File: config.mk
export PLATFORM = sky130hd
export DESIGN_NAME = mem_arbiter
export DESIGN_NICKNAME = d
export VERILOG_FILES = /design/src/rtl/mem_arbiter_pkg.sv /design/src/rtl/mem_byte_pack.sv /design/src/rtl/mem_arbiter.sv
export SDC_FILE = /design/constraint.sdc
export NUM_CORES = 1
export LEC_CHECK = 0
export ABC_AREA = 1
export CAP_MARGIN = 20
export CORE_UTILIZATION = 25
export DETAILED_ROUTE_END_ITERATION = 7
export PLACE_DENSITY = 0.49
export SYNTH_ARGS = -nofsm -noshare
export SYNTH_HDL_FRONTEND = slang
export SYNTH_SLANG_ARGS = --single-unit
File: constraint.sdc
create_clock -name clk -period 2.97 [get_ports clk]
set_input_delay 0.594 -clock clk [delete_from_list [all_inputs] [get_ports clk]]
set_output_delay 0.594 -clock clk [all_outputs]
set_load 0.03 [all_outputs]
File: src/rtl/mem_arbiter_pkg.sv
// Shared types and constants for the byte-serial memory arbiter.
// State encoding, length codes and the IO window base.
package mem_arbiter_pkg;

    typedef enum logic [1:0] {
        S_IDLE,
        S_READ,
        S_WRITE,
        S_DONE
    } state_e;

    localparam logic [1:0] LEN_B = 2'd0;
    localparam logic [1:0] LEN_H = 2'd1;
    localparam logic [1:0] LEN_W = 2'd3;

    localparam logic [31:0] IO_BASE = 32'h0003_0000;

    // Byte count for a length code; the unused code 2 behaves as a word.
    function automatic logic [2:0] len_bytes(input logic [1:0] len);
        logic [2:0] n;
        case (len)
            LEN_B:   n = 3'd1;
            LEN_H:   n = 3'd2;
            default: n = 3'd4;
        endcase
        return n;
    endfunction

endpackage

File: src/rtl/mem_byte_pack.sv
// Little-endian reassembly register for byte-serial reads.
// packed_o already includes the byte captured this cycle.
module mem_byte_pack (
    input  logic        clk,
    input  logic        rst,
    input  logic        clr,
    input  logic        cap,
    input  logic [1:0]  slot,
    input  logic [7:0]  din,
    output logic [31:0] packed_o
);

    logic [31:0] word_q;
    logic [31:0] word_d;

    // Clear on a new access so bytes above the length read back as zero.
    always_comb begin
        word_d = word_q;
        if (clr) begin
            word_d = '0;
        end else if (cap) begin
            word_d[{slot, 3'b000} +: 8] = din;
        end
    end

    // Packed word register.
    always_ff @(posedge clk) begin
        if (rst) begin
            word_q <= '0;
        end else begin
            word_q <= word_d;
        end
    end

    assign packed_o = word_d;

endmodule

File: src/rtl/mem_arbiter.sv
// Sole owner of the byte-wide memory bus: arbitrates fetch and
// load/store requests and serialises them into byte transactions.
module mem_arbiter
    import mem_arbiter_pkg::*;
#(
    parameter int ADDR_W = 32,
    parameter int DATA_W = 32
) (
    input  logic              clk,
    input  logic              rst,
    input  logic              rdy,
    input  logic              if_req,
    input  logic [ADDR_W-1:0] if_addr,
    output logic              if_done,
    output logic [DATA_W-1:0] if_data,
    input  logic              mem_req,
    input  logic              mem_we,
    input  logic [1:0]        mem_len,
    input  logic [ADDR_W-1:0] mem_addr,
    input  logic [DATA_W-1:0] mem_wdata,
    output logic              mem_done,
    output logic [DATA_W-1:0] mem_rdata,
    output logic              if_busy,
    output logic              mem_busy,
    input  logic [7:0]        ram_din,
    output logic [7:0]        ram_dout,
    output logic [ADDR_W-1:0] ram_a,
    output logic              ram_wr
);

    state_e              state_q, state_d;
    logic                owner_q, owner_d;
    logic                we_q, we_d;
    logic [ADDR_W-1:0]   addr_q, addr_d;
    logic [2:0]          n_q, n_d;
    logic [2:0]          idx_q, idx_d;
    logic [DATA_W-1:0]   wdata_q, wdata_d;
    logic [ADDR_W-1:0]   ram_a_q, ram_a_d;
    logic [7:0]          ram_dout_q, ram_dout_d;
    logic                ram_wr_q, ram_wr_d;
    logic                if_done_q, if_done_d;
    logic                mem_done_q, mem_done_d;
    logic [DATA_W-1:0]   if_data_q, if_data_d;
    logic [DATA_W-1:0]   mem_rdata_q, mem_rdata_d;

    logic                pack_clr;
    logic                pack_cap;
    logic [31:0]         packed_w;
    logic [ADDR_W-1:0]   next_a;

    assign next_a = addr_q + ADDR_W'(idx_q);

    mem_byte_pack u_pack (
        .clk      (clk),
        .rst      (rst),
        .clr      (pack_clr),
        .cap      (pack_cap),
        .slot     (idx_q[1:0] - 2'd1),
        .din      (ram_din),
        .packed_o (packed_w)
    );

    // Next-state, bus issue and completion; nothing moves while rdy is low.
    always_comb begin
        state_d     = state_q;
        owner_d     = owner_q;
        we_d        = we_q;
        addr_d      = addr_q;
        n_d         = n_q;
        idx_d       = idx_q;
        wdata_d     = wdata_q;
        ram_a_d     = ram_a_q;
        ram_dout_d  = ram_dout_q;
        ram_wr_d    = 1'b0;
        if_done_d   = 1'b0;
        mem_done_d  = 1'b0;
        if_data_d   = if_data_q;
        mem_rdata_d = mem_rdata_q;
        pack_clr    = 1'b0;
        pack_cap    = 1'b0;
        if (rdy) begin
            unique case (state_q)
                S_IDLE: begin
                    if (mem_req || if_req) begin
                        owner_d  = mem_req;
                        we_d     = mem_req & mem_we;
                        addr_d   = mem_req ? mem_addr : if_addr;
                        n_d      = mem_req ? len_bytes(mem_len) : 3'd4;
                        wdata_d  = mem_wdata;
                        idx_d    = 3'd1;
                        pack_clr = 1'b1;
                        ram_a_d  = addr_d;
                        if (we_d) begin
                            ram_dout_d = mem_wdata[7:0];
                            ram_wr_d   = 1'b1;
                            state_d    = S_WRITE;
                        end else begin
                            state_d = S_READ;
                        end
                    end
                end
                S_READ: begin
                    pack_cap = 1'b1;
                    if (idx_q < n_q) begin
                        ram_a_d = next_a;
                        idx_d   = idx_q + 3'd1;
                    end else begin
                        state_d = S_DONE;
                    end
                end
                S_WRITE: begin
                    if (idx_q < n_q) begin
                        ram_a_d    = next_a;
                        ram_dout_d = wdata_q[{idx_q[1:0], 3'b000} +: 8];
                        ram_wr_d   = 1'b1;
                        idx_d      = idx_q + 3'd1;
                    end else begin
                        state_d = S_DONE;
                    end
                end
                S_DONE: begin
                    state_d = S_IDLE;
                end
            endcase
            if (state_d == S_DONE && state_q != S_DONE) begin
                if (owner_q) begin
                    mem_done_d = 1'b1;
                    if (!we_q) begin
                        mem_rdata_d = DATA_W'(packed_w);
                    end
                end else begin
                    if_done_d = 1'b1;
                    if_data_d = DATA_W'(packed_w);
                end
            end
        end
    end

    // State and output registers; reset abandons any access in flight.
    always_ff @(posedge clk) begin
        if (rst) begin
            state_q     <= S_IDLE;
            owner_q     <= 1'b0;
            we_q        <= 1'b0;
            addr_q      <= '0;
            n_q         <= '0;
            idx_q       <= '0;
            wdata_q     <= '0;
            ram_a_q     <= '0;
            ram_dout_q  <= '0;
            ram_wr_q    <= 1'b0;
            if_done_q   <= 1'b0;
            mem_done_q  <= 1'b0;
            if_data_q   <= '0;
            mem_rdata_q <= '0;
        end else begin
            state_q     <= state_d;
            owner_q     <= owner_d;
            we_q        <= we_d;
            addr_q      <= addr_d;
            n_q         <= n_d;
            idx_q       <= idx_d;
            wdata_q     <= wdata_d;
            ram_a_q     <= ram_a_d;
            ram_dout_q  <= ram_dout_d;
            ram_wr_q    <= ram_wr_d;
            if_done_q   <= if_done_d;
            mem_done_q  <= mem_done_d;
            if_data_q   <= if_data_d;
            mem_rdata_q <= mem_rdata_d;
        end
    end

    assign ram_a     = ram_a_q;
    assign ram_dout  = ram_dout_q;
    assign ram_wr    = ram_wr_q;
    assign if_done   = if_done_q;
    assign mem_done  = mem_done_q;
    assign if_data   = if_data_q;
    assign mem_rdata = mem_rdata_q;
    assign if_busy   = if_req & ~if_done_q;
    assign mem_busy  = mem_req & ~mem_done_q;

endmodule

==> flow_summary_export.csv, run 1 <==
group,metric,value,unit
layout,fillers,4284,
logic_synthesis,postSynth.asyncResetShare,0,%
floorplanning,die_height,203,µm
grt,grt_pass1_wl,52400,µm
clocking,cts.repair.resized,0,
timing,finalHoldViolCount,0,
status,status,"finished, final reports clean",
worst_hold_path,min_path_cells,2,
timing,setup_ws,0.484,ns
timing,setup_tns,0,ns
pwr,ir_drop,0.409,mV
logic_synthesis,synth_edf_count,0,
placed_design,gp_congestion,0.865,
timing,clock.fmax,0.402,GHz
logic_synthesis,ys_ff_latch,213,
clocking,cts.clk_slew.worst_paths,0.05,ns
route,vias,9785,
logic_synthesis,postSynthCellCount,1434,
clocking,cts-htree-levels,1,
route,ant_nets,0,
placed_design,dp_hpwl,23400,µm
floorplanning,die_x,203,µm
worst_setup_path,crit_path_frequent_cell,"clkdlybuf4s50_1",
logic_synthesis,synth_cell_types,38,
logic_synthesis,yosysWarnings,0,
logic_synthesis,synth_area,10100,µm²
floorplanning,core,39700,µm²
worst_hold_path,hold-path-endpoint,"n_q[0]$_SDFFE_PP0P_",
clocking,cts_tree,"done",
logic_synthesis,yosys-top-cells-count,"nor2_1 (358), nand2_1 (277), dfxtp_1 (213), o21ai_0 (113), a21oi_1 (78)",
floorplanning,initial_utilization,25.3,%
timing,slew_violations,0,
layout,drive_above_1_share,4.84,%
logic_synthesis,syn_nets,1562,
floorplanning,dieArea,41000,µm²
clocking,insertion_delay,0.53,ns
route,drtPass1Iterations,5,
route,drt_wl_total,33000,µm
clocking,root_buffer,"clkbuf_16",
logic_synthesis,synth_most_common_cell,"nor2_1",
route,wl_per_cell,15.3,µm
timing,rsz0062_at_grt,"false",
logic_synthesis,yosysTopAreaCell,"dfxtp_1",
worst_setup_path,endpoint_kind,"output pin",
clocking,numClockSinks,213,
floorplanning,io_pins,221,
pwr,power.leakage,0.00527,µW
layout,finalNetCount,1740,
clocking,ctsLongestPathBuffers,3,
worst_hold_path,hold_start,"n_q[0]$_SDFFE_PP0P_",
clocking,cts_setup_buffers,0,
job,maxCapViolCount,0,
logic_synthesis,ys.flop_type,"dfxtp_1",
floorplanning,rows,73,
timing,fin_crit_sh,83.7,%
worst_setup_path,crit_chain,"clkdlybuf4s50_1 > inv_1 > nor2_1 > clkdlybuf4s50_1",
logic_synthesis,postSynthAreaPerCell,7.02,µm²
worst_setup_path,crit_required,2.38,ns
worst_setup_path,start_kind,"primary input",
worst_setup_path,critPathMaxFanout,2,
logic_synthesis,ys_seq_area_share,42.4,%
worst_setup_path,r2r_start,"idx_q[0]$_SDFFE_PP0P_",
grt,grt_max_degree,91,
worst_setup_path,reg2reg_depth,13,
grt,grt_use_total,15.9,%
worst_setup_path,critPathMaxStageDelay,0.67,ns
timing,final-setup-viol-count,0,
worst_setup_path,worstSetupPathType,"primary input to output pin",
timing,slew_headroom,34.8,%
clocking,numCtsBuffers,25,
timing,clock_skew,0.0240,ns
timing,layout_min_cycle_time,2.49,ns
timing,tightest_slew,0.978,ns
worst_hold_path,min_path_type,"register to register",
worst_setup_path,r2r_slack,0.60,ns
placed_design,dp_worst_setup_slack,0.397,ns
worst_setup_path,cpMaxStageDelayCell,"clkdlybuf4s50_1",
route,drcViolationCount,0,
grt,grt_pass1_vias,9454,
route,detail_route.iter0.violations,553,
logic_synthesis,yosysTopAreaCellShare,42.4,%
logic_synthesis,synth.area.top_cells,"dfxtp_1 (42%), nor2_1 (13%), nand2_1 (10%)",
route,via_per_inst,4.54,
worst_setup_path,cp.arrival,1.89,ns
grt,antenna_found_initial,1,
clocking,holdBufCountCts,0,
grt,grt_remaining_overflow,0,
pwr,powerDensity,597,nW/µm²
worst_setup_path,r2r-end,"ram_a[14]$_SDFFE_PP0P_",
placed_design,io_buffers,220,
layout,area_delta_synth_final,34.5,%
## layer usage
layer	routed length [µm]	GRT usage [%]	vias up
li1	-	-	5041
met1	16500	22.8	4463
met2	14200	24.8	245
met3	1570	2.25	36
met4	629	3.92	0
met5	0	0	-
## through the flow
stage | util (%) | cells | area [µm²] | power (µW) | hold slack, ns
6_report | 34.0 | 2157 | 13500 | 8080 | 0.462
3_3_place_gp | 31.9 | 2109 | 12700 | 5010 | 0.451
5_1_grt | 34.0 | 2157 | 13500 | 8510 | 0.479
2_1_floorplan | - | 1434 | 10100 | 4320 | 0.430
3_5_place_dp | 31.9 | 2109 | 12700 | 5010 | 0.455
4_1_cts | 34.0 | 2155 | 13500 | 8200 | 0.440
## worst max path at each step
stage	from	end
finish	if_req	if_busy
global route	if_req	if_busy
CTS	if_req	if_busy
detailed placement	rdy	ram_a[0]$_SDFFE_PP0P_
global placement	rdy	mem_rdata[21]$_SDFFE_PP0P_
floorplan	idx_q[0]$_SDFFE_PP0P_	mem_rdata[29]$_SDFFE_PP0P_
## cells by family (layout without fill, tap and decap cells)
group | Yosys count | count (layout) | synth area share [%]
AO/OA/AOI/OAI | 266 | 266 | 14.9
XOR/XNOR | 15 | 15 | 1.31
adder cells (fa/ha/maj) | 16 | 16 | 2.06
buffers and inverters | 161 | 358 | 6.98
flip-flops | 213 | 213 | 42.4
multiplexers | 28 | 28 | 2.79
other | 0 | 1 | 0
AND/OR/NAND/NOR | 735 | 735 | 29.6
## sequential cells by signal, summed over array words and instances, names as in the netlist
signal,flops
n_q,3
ram_dout,8
if_done,1
ram_wr,1
mem_rdata,32
mem_done,1
idx_q,3
we_q,1
u_pack.word_q,32
state_q,2
wdata_q,32
owner_q,1
ram_a,32
addr_q,32
if_data,32
## cells in the final DEF, fill, tap and decap left out, types with 2 or more instances in the layout
master           instances
nand4_1                 37
clkbuf_8                 3
o31ai_1                  2
nor2_1                 357
o22ai_1                  6
bufinv_16                3
inv_1                   63
o21ai_1                  6
clkbuf_16               25
inv_2                    4
nor2_2                   3
clkbuf_1                11
or2_2                    3
nand3b_1                 8
o211ai_1                17
xor2_1                   9
nor3_1                   5
nand3_1                 38
a211oi_1                32
xnor2_1                  6
buf_2                    2
mux2i_1                 28
a21boi_0                 8
clkinv_2                 5
nand2_2                  4
nand2_1                277
ha_1                    15
dfxtp_1                213
o21ai_0                113
buf_4                   17
clkdlybuf4s50_1        218
a21oi_1                 78
buf_12                   3
## worst max-delay path: cells and delay by family
family | cells | cell delay (ns)
buf+inv | 3 | 1.22
simple gates | 1 | 0.09
## final cells by class
cell class | instances | area, µm² | share of cell area [%]
clock inverter | 7 | 118 | 0.869
antenna | 1 | 2.50 | 0.0185
multi-input combinational | 1060 | 5100 | 37.7
sequential | 213 | 4260 | 31.5
clock buffer | 39 | 708 | 5.23
inverter | 71 | 270 | 2.00
timing repair buffer | 241 | 2410 | 17.8
tap | 525 | 657 | 4.86
## report_power, final
part,internal (µW),leakage (µW),total (µW),switching (µW)
clock,1900,0.000402,3130,1240
combinational,662,0.00313,1730,1070
sequential,3070,0.00174,3220,145
total,5630,0.00527,8080,2450
Power figures use the tool's default switching activity.
==> inputs of run 2 (changes only) <==
==> constraint.sdc (replaced) <==
create_clock -name clk -period 2.3 [get_ports clk]
set_input_delay 0.46 -clock clk [delete_from_list [all_inputs] [get_ports clk]]
set_output_delay 0.46 -clock clk [all_outputs]
set_load 0.03 [all_outputs]
==> run 2 against run 1 <==
Net effect:
- power rose by 30%
- core utilization increased by 0.97 points
- global-route usage grew 0.10 points
- clock power increased by 28%
- register-to-register slack lost 0.47 ns
- setup slack got worse by 0.36 ns
- largest cell class unchanged
- highest routed layer unchanged
==> flow_summary_export.csv, run 2 (same netlist as run 1, synthesis figures left out) <==
group,metric,value,unit
clocking,cts_tree,"done",
clocking,ctsLongestPathBuffers,3,
layout,drive_above_1_share,7.30,%
placed_design,io_buffers,220,
status,status,"finished, final reports clean",
route,via_per_inst,4.56,
pwr,power.leakage,0.00547,µW
grt,grt_pass1_wl,52900,µm
grt,grt_pass1_vias,9552,
clocking,numClockSinks,213,
clocking,cts.clk_slew.worst_paths,0.06,ns
pwr,total_power,10500,µW
floorplanning,die_x,203,µm
clocking,insertion_delay,0.54,ns
layout,layout_common_cells,"nor2_1 (356), nand2_1 (275), clkdlybuf4s50_1 (216), dfxtp_1 (212), o21ai_0 (112)",
route,drt_wl_total,33700,µm
timing,rsz0062_at_grt,"true",
route,wl_per_cell,15.5,µm
layout,final_common_cell,"nor2_1",
floorplanning,core,39700,µm²
grt,antenna_found_initial,0,
route,vias,9958,
clocking,numCtsBuffers,26,
layout,area_delta_synth_final,38.3,%
floorplanning,io_pins,221,
timing,final-setup-viol-count,0,
floorplanning,dieArea,41000,µm²
layout,n_antenna_cell,0,
floorplanning,die_height,203,µm
pwr,powerDensity,755,nW/µm²
floorplanning,rows,73,
timing,layout_min_cycle_time,2.17,ns
worst_setup_path,endpoint_kind,"register",
worst_setup_path,worstSetupPathType,"register to register",
worst_setup_path,start_kind,"register",
grt,grt_use_total,16.0,%
placed_design,gp_congestion,0.895,
clocking,holdBufCountCts,0,
timing,slew_violations,0,
pwr,ir_drop,0.469,mV
worst_hold_path,min_path_type,"primary input to register",
layout,finalNetCount,1768,
clocking,cts-htree-levels,1,
grt,grt_max_degree,91,
route,drtPass1Iterations,5,
timing,slew_headroom,62.4,%
grt,grt_remaining_overflow,0,
placed_design,dp_hpwl,23800,µm
route,ant_nets,0,
timing,setup_tns,0,ns
route,detail_route.iter0.violations,511,
worst_setup_path,crit_required,2.72,ns
timing,fin_crit_sh,94.5,%
job,maxCapViolCount,0,
timing,finalHoldViolCount,0,
route,drcViolationCount,0,
clocking,root_buffer,"clkbuf_16",
worst_setup_path,cp.arrival,2.59,ns
floorplanning,initial_utilization,25.3,%
timing,tightest_slew,0.564,ns
worst_setup_path,r2r_slack,0.13,ns
worst_setup_path,critPathMaxFanout,27,
timing,clock_skew,0.0198,ns
timing,clock.fmax,0.460,GHz
-- run 2: cell count changes in the layout (fill, tap and decap cells not counted), sizes merged --
| cell | previous run | this run |
|---|---|---|
| buf | 23 | 50 |
| bufinv | 3 | 1 |
| clkbuf | 39 | 40 |
| clkdlybuf4s50 | 218 | 216 |
| clkinv | 7 | 9 |
| clkinvlp | 0 | 1 |
| diode | 1 | 0 |
| inv | 68 | 67 |
-- run 2: area by class of cell --
cell class                 instances  area [µm²]
fill                            4270       25800
multi-input combinational       1060        5120
sequential                       213        4270
timing repair buffer             268        2770
clock buffer                      38         767
tap                              525         657
inverter                          71         270
clock inverter                     7        62.6
-- run 2: worst paths after layout --
path / from / endpoint / cells past startpoint
worst max register to register: state_q[0]$_SDFFE_PP0P_ / if_data[1]$_SDFFE_PP0P_ / 13
worst min-delay path: mem_req / we_q$_SDFFE_PP0P_ / 4
worst min register to register: wdata_q[13]$_SDFFE_PP0P_ / wdata_q[13]$_SDFFE_PP0P_ / 2
worst max-delay path: state_q[0]$_SDFFE_PP0P_ / if_data[1]$_SDFFE_PP0P_ / 13
-- run 2: through the flow --
| stage | instances | instance area [µm²] | utilization [%] | hold slack (ns) | worst slack, ns |
|---|---|---|---|---|---|
| after floorplan | 1434 | 10100 | - | 0.430 | 0.0783 |
| after global placement | 2133 | 13000 | 32.7 | 0.446 | 0.0633 |
| after detailed placement | 2133 | 13000 | 32.7 | 0.446 | -0.00529 |
| after CTS | 2178 | 13800 | 34.8 | 0.389 | 0.0682 |
| after global routing | 2182 | 13900 | 35.0 | 0.424 | -0.0333 |
| final | 2182 | 13900 | 35.0 | 0.412 | 0.126 |
-- run 2: metal layers --
metal	wire length (µm)	track usage, %	part of all wire, %
met1	16800	22.8	50
met2	14700	25.1	44
met3	1570	2.23	4.6
met4	687	3.89	2.0
met5	0	0	0
-- run 2: power by group --
group	total [µW]	internal, µW	switching [µW]
registers	4150	3970	187
clock network	4010	2400	1610
logic	2340	926	1410
total	10500	7290	3210
-- run 2: critical path, cell delays in order, from the launching register on --
cell and delay (ns):
dfxtp_1 0.39, inv_1 0.12, ha_2 0.35, inv_1 0.05, nor2_1 0.11, nand2_1 0.08, nand2_2 0.09, nand2_2 0.08
nor3_4 0.25, buf_4 0.17, clkbuf_16 0.20, nand2_1 0.07, nand2_1 0.06, nor2_1 0.04
-- run 2: repair_timing --
item                       in CTS  in global routing
buffers inserted                0                  2
resized for setup               0                 11
setup endpoints to repair       0                 42
==> inputs of run 3 (changes only) <==
--- a/config.mk
+++ b/config.mk
@@ -6,10 +6,11 @@
 export NUM_CORES = 1
 export LEC_CHECK = 0
 export ABC_AREA = 1
-export CAP_MARGIN = 20
-export CORE_UTILIZATION = 25
+export CAP_MARGIN = 0
+export CORE_UTILIZATION = 30
 export DETAILED_ROUTE_END_ITERATION = 7
-export PLACE_DENSITY = 0.49
+export HOLD_SLACK_MARGIN = 0.08
+export PLACE_DENSITY = 0.56
 export SYNTH_ARGS = -nofsm -noshare
 export SYNTH_HDL_FRONTEND = slang
 export SYNTH_SLANG_ARGS = --single-unit
==> run 3 against run 2 <==
Net effect:
- global-route usage rose by 2.5 points
- via count fell by 0.36%
- clock skew fell by 0.0035 ns
- clock power fell by 3%
- non-clock buffer count did not move
- final area fell by 1.3%
- count of clock-buffer cells in the layout fell by 1
- power fell by 1.7%
- worst hold slack got worse by 0.067 ns
- wire length fell by 5.2%
- fmax rose by 1.1%
- highest routed layer unchanged
==> flow_summary_export.csv, run 3 (same netlist as run 1, synthesis figures left out) <==
group,metric,value,unit
status,status,"finished, final reports clean",
worst_setup_path,worstSetupPathType,"register to register",
layout,drive_above_1_share,7.25,%
placed_design,io_buffers,220,
floorplanning,io_pins,221,
worst_setup_path,critPathMaxFanout,25,
grt,grt_max_degree,86,
clocking,ctsLongestPathBuffers,3,
worst_setup_path,cpMaxStageDelayCell,"dfxtp_1",
worst_setup_path,start_kind,"register",
timing,slew_headroom,64.1,%
route,via_per_inst,4.73,
timing,layout_min_cycle_time,2.15,ns
layout,layout_common_cells,"nor2_1 (354), nand2_1 (275), clkdlybuf4s50_1 (216), dfxtp_1 (212), o21ai_0 (109)",
clocking,cts-htree-levels,1,
worst_setup_path,endpoint_kind,"register",
pwr,powerDensity,752,nW/µm²
layout,finalNetCount,1767,
worst_setup_path,cp.arrival,2.56,ns
grt,grt_pass1_vias,9165,
grt,grtUsageMet2,28.8,%
route,ant_nets,0,
layout,stdcell_count,2098,
route,detail_route.iter0.violations,638,
timing,finalHoldViolCount,0,
clocking,cts.clk_slew.worst_paths,0.07,ns
route,vias,9922,
grt,grt_remaining_overflow,0,
grt,grt_pass1_wl,50100,µm
grt,grtUsageMet1,26.9,%
floorplanning,die_height,185,µm
floorplanning,core,32800,µm²
route,drt_wl_total,32000,µm
timing,rsz0062_at_grt,"false",
clocking,insertion_delay,0.52,ns
layout,final_common_cell,"nor2_1",
grt,antenna_found_initial,1,
job,maxCapViolCount,0,
clocking,cts_tree,"done",
placed_design,gp_congestion,0.936,
timing,clock_skew,0.0162,ns
floorplanning,dieArea,34300,µm²
pwr,total_power,10300,µW
layout,area_delta_synth_final,36.5,%
clocking,root_buffer,"clkbuf_16",
pwr,power.leakage,0.00544,µW
worst_hold_path,min_path_type,"primary input to register",
pwr,ir_drop,0.502,mV
route,drcViolationCount,0,
placed_design,dp_hpwl,23100,µm
timing,tightest_slew,0.534,ns
route,wl_per_cell,15.2,µm
placed_design,place_inst,2052,
timing,slew_violations,0,
floorplanning,rows,66,
timing,final-setup-viol-count,0,
clocking,numCtsBuffers,25,
timing,setup_tns,0,ns
timing,fin_crit_sh,93.5,%
grt,grt_busiest_layer,"met2",
floorplanning,die_x,185,µm
floorplanning,initial_utilization,30.7,%
grt,grt_use_total,18.5,%
worst_setup_path,critPathMaxStageDelay,0.38,ns
worst_setup_path,crit_chain,"inv_1 > ha_2 > inv_1 > nor2_1 > nand2_1 > nand2_1 > nand2_2 > nor3_4 > buf_4 > clkbuf_16 > nand2_1 > nand2_1 > nor2_1",
worst_setup_path,crit_required,2.71,ns
timing,timing.hold.ws,0.344,ns
worst_setup_path,crit_path_frequent_cell,"nand2_1",
grt,met3_usage,2.30,%
timing,clock.fmax,0.465,GHz
route,drtPass1Iterations,5,
clocking,numClockSinks,213,
==> run 3: worst max-delay path, delay by kind of cell, from the launching register on <==
| kind | cells | cell delay (ns) |
|---|---|---|
| fa+ha+maj | 1 | 0.34 |
| buf+inv | 4 | 0.53 |
| flops | 1 | 0.38 |
| simple gates | 8 | 0.78 |
==> run 3: worst paths after layout <==
check / slack (ns) / to / cells past startpoint / start
setup / recovery: 0.15 / if_data[3]$_SDFFE_PP0P_ / 13 / state_q[0]$_SDFFE_PP0P_
hold / removal: 0.34 / we_q$_SDFFE_PP0P_ / 3 / mem_req
setup reg to reg: 0.15 / if_data[3]$_SDFFE_PP0P_ / 13 / state_q[0]$_SDFFE_PP0P_
hold reg to reg: 0.47 / ram_a[31]$_SDFFE_PP0P_ / 2 / ram_a[31]$_SDFFE_PP0P_
==> run 3: what timing repair did <==
item | in CTS | in global routing
setup endpoints to repair | 0 | 35
hold buffers | 0 | 0
buffers inserted | 0 | 1
endpoints found under the hold margin | 0 | 0
gates resized for setup | 0 | 14
==> run 3: metal layers <==
layer,share of wire (%),vias to the layer above
met5,0,-
met4,2.1,0
met3,5.0,40
met2,44,281
met1,49,4493
li1,-,5108
==> run 3: where the power goes <==
part           internal (µW)  switching (µW)
sequential              3970             190
combinational            913            1380
clock                   2320            1550
total                   7200            3120
==> run 3: layout make-up <==
class	instances	area, µm²
Inverter	71	270
Fill cell	3393	19100
Antenna cell	1	2.50
Clock inverter	6	57.6
Timing Repair Buffer	268	2720
Multi-Input combinational cell	1060	5120
Clock buffer	37	741
Tap cell	442	553
Sequential cell	213	4270
==> run 3: stage by stage <==
step	area, µm²	util (%)	setup slack, ns
after global placement	12900	39.3	0.0248
after floorplan	10100	-	0.0783
after CTS	13700	41.7	0.0306
after global routing	13700	41.9	0.0115
final	13700	41.9	0.149
after detailed placement	12900	39.3	-0.00174
